<file path="config.mk">
export PLATFORM = sky130hd
export DESIGN_NAME = mc_controller
export DESIGN_NICKNAME = d
export VERILOG_FILES = /design/src/rtl/mc_controller.sv
export SDC_FILE = /design/constraint.sdc
export NUM_CORES = 1
export LEC_CHECK = 0
export ABC_AREA = 1
export BUFFER_PORTS_ARGS = -buffer_cell sky130_fd_sc_hd__buf_2
export CORE_MARGIN = 1
export CORE_UTILIZATION = 30
export CTS_CLUSTER_DIAMETER = 50
export DETAILED_ROUTE_END_ITERATION = 10
export PLACE_DENSITY = 0.6
export SKIP_CTS_REPAIR_TIMING = 1
export SLEW_MARGIN = 20
export SYNTH_ARGS = -nofsm -noshare
export SYNTH_HDL_FRONTEND = slang
export SYNTH_SLANG_ARGS = --single-unit
</file>
<file path="constraint.sdc">
create_clock -name clk -period 1.97 [get_ports clk]
set_clock_uncertainty 0.05 [all_clocks]
set_input_delay 0.0985 -clock clk [delete_from_list [all_inputs] [get_ports clk]]
set_output_delay 0.0985 -clock clk [all_outputs]
set_load 0.005 [all_outputs]
</file>
<file path="src/rtl/mc_controller.sv">
// mc_controller
// Multicycle control unit for the RISC-V shared-memory datapath. A Moore FSM
// steps each instruction through fetch, decode, execute, memory and
// writeback, reusing one ALU and one memory port.
//
// Ports:
//   clk, reset          clock and synchronous active-high reset
//   op, funct3, funct7b5 instruction fields from the instruction register
//   zero                ALU zero flag, used for branch resolution
//   PCWrite, AdrSrc, MemWrite, IRWrite, RegWrite   datapath enables/selects
//   ResultSrc, ALUSrcA, ALUSrcB                    datapath mux selects
//   ImmSrc, ALUControl  combinational decodes of the instruction fields
//   state               current FSM state, exposed for debug
module mc_controller (
  input  logic       clk,
  input  logic       reset,
  input  logic [6:0] op,
  input  logic [2:0] funct3,
  input  logic       funct7b5,
  input  logic       zero,
  output logic       PCWrite,
  output logic       AdrSrc,
  output logic       MemWrite,
  output logic       IRWrite,
  output logic [1:0] ResultSrc,
  output logic [1:0] ALUSrcA,
  output logic [1:0] ALUSrcB,
  output logic [1:0] ImmSrc,
  output logic [2:0] ALUControl,
  output logic       RegWrite,
  output logic [3:0] state
);

  typedef enum logic [3:0] {
    FETCH   = 4'd0,
    DECODE  = 4'd1,
    MEMADR  = 4'd2,
    MEMREAD = 4'd3,
    MEMWB   = 4'd4,
    MEMWR   = 4'd5,
    EXECR   = 4'd6,
    ALUWB   = 4'd7,
    EXECI   = 4'd8,
    JAL     = 4'd9,
    BRANCH  = 4'd10
  } statetype;

  localparam logic [6:0] OP_LW     = 7'b0000011;
  localparam logic [6:0] OP_SW     = 7'b0100011;
  localparam logic [6:0] OP_RTYPE  = 7'b0110011;
  localparam logic [6:0] OP_ITYPE  = 7'b0010011;
  localparam logic [6:0] OP_BRANCH = 7'b1100011;
  localparam logic [6:0] OP_JAL    = 7'b1101111;

  statetype cur;
  statetype nxt;
  statetype ostate;

  logic       irwrite_raw;
  logic       adrsrc_raw;
  logic       memwrite_raw;
  logic       regwrite_raw;
  logic       pcupdate;
  logic       branch;
  logic [1:0] aluop;

  assign state = cur;

  // State register: reset returns to FETCH on the next rising edge.
  always_ff @(posedge clk) begin
    if (reset) cur <= FETCH;
    else       cur <= nxt;
  end

  // Next-state logic. Unreachable encodings fall back to FETCH.
  always_comb begin
    nxt = FETCH;
    case (cur)
      FETCH:   nxt = DECODE;
      DECODE: begin
        case (op)
          OP_LW, OP_SW: nxt = MEMADR;
          OP_RTYPE:     nxt = EXECR;
          OP_ITYPE:     nxt = EXECI;
          OP_BRANCH:    nxt = BRANCH;
          OP_JAL:       nxt = JAL;
          default:      nxt = FETCH;
        endcase
      end
      MEMADR:  nxt = (op == OP_LW) ? MEMREAD : MEMWR;
      MEMREAD: nxt = MEMWB;
      MEMWB:   nxt = FETCH;
      MEMWR:   nxt = FETCH;
      EXECR:   nxt = ALUWB;
      ALUWB:   nxt = FETCH;
      EXECI:   nxt = ALUWB;
      JAL:     nxt = ALUWB;
      BRANCH:  nxt = FETCH;
      default: nxt = FETCH;
    endcase
  end

  // While reset is held the mux selects already show the FETCH values, even
  // before the register has been cleared; the enables are masked below.
  assign ostate = reset ? FETCH : cur;

  // Per-state Moore outputs.
  always_comb begin
    irwrite_raw  = 1'b0;
    adrsrc_raw   = 1'b0;
    memwrite_raw = 1'b0;
    regwrite_raw = 1'b0;
    pcupdate     = 1'b0;
    branch       = 1'b0;
    aluop        = 2'b00;
    ResultSrc    = 2'b00;
    ALUSrcA      = 2'b00;
    ALUSrcB      = 2'b00;
    case (ostate)
      FETCH: begin
        irwrite_raw = 1'b1;
        ALUSrcB     = 2'b10;
        ResultSrc   = 2'b10;
        pcupdate    = 1'b1;
      end
      DECODE: begin
        ALUSrcA = 2'b01;
        ALUSrcB = 2'b01;
      end
      MEMADR: begin
        ALUSrcA = 2'b10;
        ALUSrcB = 2'b01;
      end
      MEMREAD: adrsrc_raw = 1'b1;
      MEMWB: begin
        ResultSrc    = 2'b01;
        regwrite_raw = 1'b1;
      end
      MEMWR: begin
        adrsrc_raw   = 1'b1;
        memwrite_raw = 1'b1;
      end
      EXECR: begin
        ALUSrcA = 2'b10;
        aluop   = 2'b10;
      end
      ALUWB: regwrite_raw = 1'b1;
      EXECI: begin
        ALUSrcA = 2'b10;
        ALUSrcB = 2'b01;
        aluop   = 2'b10;
      end
      JAL: begin
        ALUSrcA  = 2'b01;
        ALUSrcB  = 2'b10;
        pcupdate = 1'b1;
      end
      BRANCH: begin
        ALUSrcA = 2'b10;
        aluop   = 2'b01;
        branch  = 1'b1;
      end
      default: ;
    endcase
  end

  // funct3[0] distinguishes bne from beq, so it flips the sense of zero.
  assign PCWrite  = (pcupdate | (branch & (zero ^ funct3[0]))) & ~reset;
  assign IRWrite  = irwrite_raw  & ~reset;
  assign MemWrite = memwrite_raw & ~reset;
  assign RegWrite = regwrite_raw & ~reset;
  assign AdrSrc   = adrsrc_raw;

  // ALU decoder. Only R-type (op[5]=1) can request sub via funct7b5;
  // addi with a set bit 30 must still add.
  always_comb begin
    ALUControl = 3'b000;
    case (aluop)
      2'b00: ALUControl = 3'b000;
      2'b01: ALUControl = 3'b001;
      2'b10: begin
        case (funct3)
          3'b000:  ALUControl = (op[5] & funct7b5) ? 3'b001 : 3'b000;
          3'b010:  ALUControl = 3'b101;
          3'b110:  ALUControl = 3'b011;
          3'b111:  ALUControl = 3'b010;
          default: ALUControl = 3'b000;
        endcase
      end
      default: ALUControl = 3'b000;
    endcase
  end

  // Immediate format, from the opcode alone.
  always_comb begin
    ImmSrc = 2'b00;
    case (op)
      OP_SW:     ImmSrc = 2'b01;
      OP_BRANCH: ImmSrc = 2'b10;
      OP_JAL:    ImmSrc = 2'b11;
      default:   ImmSrc = 2'b00;
    endcase
  end

endmodule
</file>
==> Yosys cells after proc, flatten, opt, wreduce, memory -nomap -nowiden <==
Index checks and enable logic that the tools add are counted.
{ "classes": {"eq_ne": 27, "mux": 18, "bitwise": 9, "n_reduce_logical": 12} }
{ "ops": {"columns": ["cell", "count"], "rows": [
  ["$pmux 4 s5", 2],
  ["$eq 4x3->1 const B", 5],
  ["$eq 4x4->1 const B", 5],
  ["$eq 4x2->1 const B", 4],
  ["$pmux 2 s2", 4],
  ["$eq 7x6->1 const B", 2],
  ["$eq 7x7->1 const B", 2],
  ["$pmux 3 s4", 1],
  ["$reduce_or 2->1", 6],
  ["$eq 4x1->1 const B", 2],
  ["$logic_not 4->1", 2],
  ["$eq 7x2->1 const B", 1],
  ["$eq 7x5->1 const B", 1],
  ["$mux 1", 7],
  ["$and 1x1->1", 6],
  ["$eq 3x3->1 const B", 2],
  ["$pmux 2 s3", 1],
  ["$pmux 3 s2", 1],
  ["$reduce_or 3->1", 2],
  ["$mux 4", 1],
  ["$reduce_or 4->1", 1],
  ["$eq 3x2->1 const B", 1],
  ["$logic_not 3->1", 1],
  ["$mux 3", 1],
  ["other kinds (5)", 5]
]} }
{ "word_totals": {"reg_bits": 4, "input_bits": 14, "word_cells": 67} }

==> Depth between registers and ports, before layout <==
{ "depth": {"ltp_word": 6, "ltp_mapped": 10, "ltp_nobuf": 10} }

==> Least setup slack after synthesis <==
OpenSTA, ideal clock, no wires.
{ "synth_path": {"kind": "reg2out", "start": "register cur[0] (netlist: state[0])", "end": "output ALUControl[0]", "arrival_ps": 1486, "t_required_ps": 1821, "setup_slack_ps": 336, "stages_incl_launch_ff": 10, "n_path_buf": 0, "path_cell_list": "dfxtp_1 > inv_2 > nand2_1 > nor2_1 > nand2_1 > nand2_1 > ha_1 > nor2_1 > nand2_1 > o221ai_1"} }
{ "synth_via": {"elab_chain_len": 6, "elab_cells_between_ends": 9, "classes_between": "5 x eq/ne; 3 x mux; 1 x reduce/logical"} }
{ "synth_lines": {"columns": ["item", "line", "text"], "rows": [
  ["start, declared", "55", "statetype cur;"],
  ["start signal, assigned", "72", "else cur <= nxt;"],
  ["$mux 4 (*)", "105", "assign ostate = reset ? FETCH : cur;"],
  ["$eq 4x4->1 or $eq 4x3->1 (tied branches)", "119", "case (ostate)"],
  ["$reduce_or 2->1 (no line)", null, null],
  ["$pmux 2 s2 (*)", "119", null],
  ["$eq 2x2->1 or $eq 2x1->1 (tied branches)", "178", "case (aluop)"],
  ["$pmux 3 s2 (*)", "178", null],
  ["end, declared", "29", "output logic [2:0] ALUControl,"]
]} }
Every way passes the cells marked *; elsewhere a longest branch is shown, timed or not.

==> Worst setup path in the final report <==
Same ends and word-level chain as after synthesis.

==> results.sh <==
export IMPL_antenna_found_initial=0
export IMPL_relSlewSlack_pct=83.3
export IMPL_synthCells=116
export IMPL_fin_area_um2=866
export IMPL_hpwl_um=1300
export IMPL_wl_met3_um=55
export IMPL_dieArea_um2=2160
export IMPL_firstDrtPassIters=4
export IMPL_ctsHtreeMaxLevel=1
export IMPL_worstPathMaxFanout=6
export IMPL_avgSynthCellArea_um2=5.11
export IMPL_fmax_ghz=0.542
export IMPL_peakVddDrop_uv=153
export IMPL_area_delta_synth_final_pct=46.0
export IMPL_start_kind="flop"
export IMPL_cts_tree="done"
export IMPL_wl_um=1590
export IMPL_clockBufferDepth=2
export IMPL_layout_min_cycle_time_ns=1.85
export IMPL_die_w_um=46.5
export IMPL_drtIter0Drc=9
export IMPL_fin_util_pct=48.6
export IMPL_outcome="finished, final reports clean"
export IMPL_worstSetupPathType="reg -> out"
export IMPL_max_stage_delay_ns=0.32
export IMPL_place_area_um2=797
export IMPL_cap_violations=0
export IMPL_drive_gt1_share_pct=39.9
export IMPL_vias_per_cell=4.39
export IMPL_io_buffers=33
export IMPL_drc_errors=0
export IMPL_hold_viol=0
export IMPL_grt_pass1_vias=610
export IMPL_ios=34
export IMPL_design_core_area_um2=1780
export IMPL_synth_fp_nets=132
export IMPL_wl_met1_um=759
export IMPL_grt_use_total_pct=15.7
export IMPL_largest_reg_flops=4
export IMPL_netlist_area_um2=593
export IMPL_period_share_pct=93.7
export IMPL_power_density_nw_per_um2=302
export IMPL_synthArstFlopShare_pct=0
export IMPL_rsz0062_at_grt="false"
export IMPL_slew_viol_final=0
export IMPL_critPathRequiredTime_ns=1.82
export IMPL_synth_seq_cells=4
export IMPL_routedWlPerCell_um=8.90
export IMPL_cts_sinks=4
export IMPL_fin_nets=171
export IMPL_grt_max_degree=9
export IMPL_whs_ns=0.110
export IMPL_ant_nets=0
export IMPL_cp_cell_sequence="buf_4, nor2_4, nand2_2, ha_4, nor2_2, nand2_1, o221ai_1, buf_2"
export IMPL_grt_pass1_wl_um=2430
export IMPL_root_buffer="clkbuf_4"
export IMPL_cp_slowest_cell="dfxtp_1"
export IMPL_die_h_um=46.5
export IMPL_rows=15
export IMPL_ys_flop_type="dfxtp_1"
export IMPL_routed_top_layer="met3"
export IMPL_synth_edff_count=0
export IMPL_synth_warnings=0
export IMPL_synth_cell_types=19
export IMPL_instances_no_fill=178
export IMPL_dp_cells=175
export IMPL_path_clk_slew_ns=0.04
export IMPL_insertion_delay_ns=0.23
export IMPL_worstSetupEndpointType="output port"
export IMPL_vias=782
export IMPL_overflow=0
export IMPL_worstMarginPinSlew_ns=0.250
export IMPL_cp_arrival_ns=1.70
export IMPL_power_uw=262
export IMPL_min_path_type="in -> reg"
export IMPL_antennaDiodeCount=0
export IMPL_synth_seq_area_share_pct=13.5
export IMPL_setup_viol=0
export IMPL_initial_core_util_pct=33.3
export IMPL_routed_wl_met2_um=770
export IMPL_gp_congestion=0.858
export IMPL_numCtsBuffers=3
export IMPL_p_leak_nw=0.497
area by class of cell:
cell class,instances,area (µm²)
clock buffer,3,22.5
sequential,4,88.8
inverter,22,82.6
fill,194,917
multi-input combinational,90,468
tap,25,31.3
timing repair buffer,34,173
synthesized netlist by cell type, types with 2 or more instances:
master   instances  area share (%)
nor2_2           3             3.2
nor2_1          25              16
ha_1             2             4.2
nand3_1          8             6.8
nor2_4           2             3.8
nor3_1           4             3.4
a21oi_2          2             3.0
inv_1           18              11
o21ai_0          2             1.7
dfxtp_1          4              14
nand2_2          2             2.1
nand2_1         34              22
inv_2            4             2.5
worst max-delay path: cells and delay by family (launching register included):
kind,cells,cell delay (ns)
buffers and inverters,2,0.30
and+or+nand+nor,4,0.44
adders and majority gates,1,0.25
DFF,1,0.32
AOI/OAI and AO/OA,1,0.15
metal layers:
layer	vias up	track usage, %
li1	433	-
met1	328	20.2
met2	21	26.9
met3	0	1.18
met4	0	5.29
met5	-	0
path summary, 6_finish.rpt:
path            start            end  slack (ns)  cells past startpoint
min             reset       state[1]        0.11                      2
max reg2reg  state[3]       state[1]        0.72                      7
max          state[0]  ALUControl[0]        0.12                      8
min reg2reg  state[3]       state[0]        0.63                      4
kinds of logic after synthesis:
| family | after synthesis | share of synthesized area, % |
|---|---|---|
| xor+xnor | 1 | 1.48 |
| compound gates | 8 | 9.28 |
| fa+ha+maj | 2 | 4.22 |
| simple gates | 79 | 57.6 |
| flops | 4 | 13.5 |
| buf+inv | 22 | 13.9 |
cell usage in the layout, fill, tap and decap left out, drive strengths merged, types with 2 or more instances in the layout:
master | netlist | final
nand3 | 8 | 8
ha | 2 | 2
dfxtp | 4 | 4
a21oi | 3 | 3
nand2 | 36 | 36
inv | 22 | 22
buf | 0 | 34
clkbuf | 0 | 3
nor2 | 30 | 30
nor3 | 4 | 4
o21ai | 2 | 2
metrics by stage:
stage	setup slack (ns)	TNS (ns)
after floorplan	0.336	0
after global placement	0.194	0
after detailed placement	0.135	0
after CTS	-0.119	-0.243
after global routing	0.0161	0
final	0.125	0
power by group:
group	internal, mW	total [mW]	leakage (nW)	switching, mW
registers	0.0810	0.0831	0.0347	0.00210
logic	0.0331	0.0811	0.449	0.0481
clock network	0.0679	0.0976	0.0138	0.0298
total	0.182	0.262	0.497	0.0799
(Power assumes the default switching activity.)
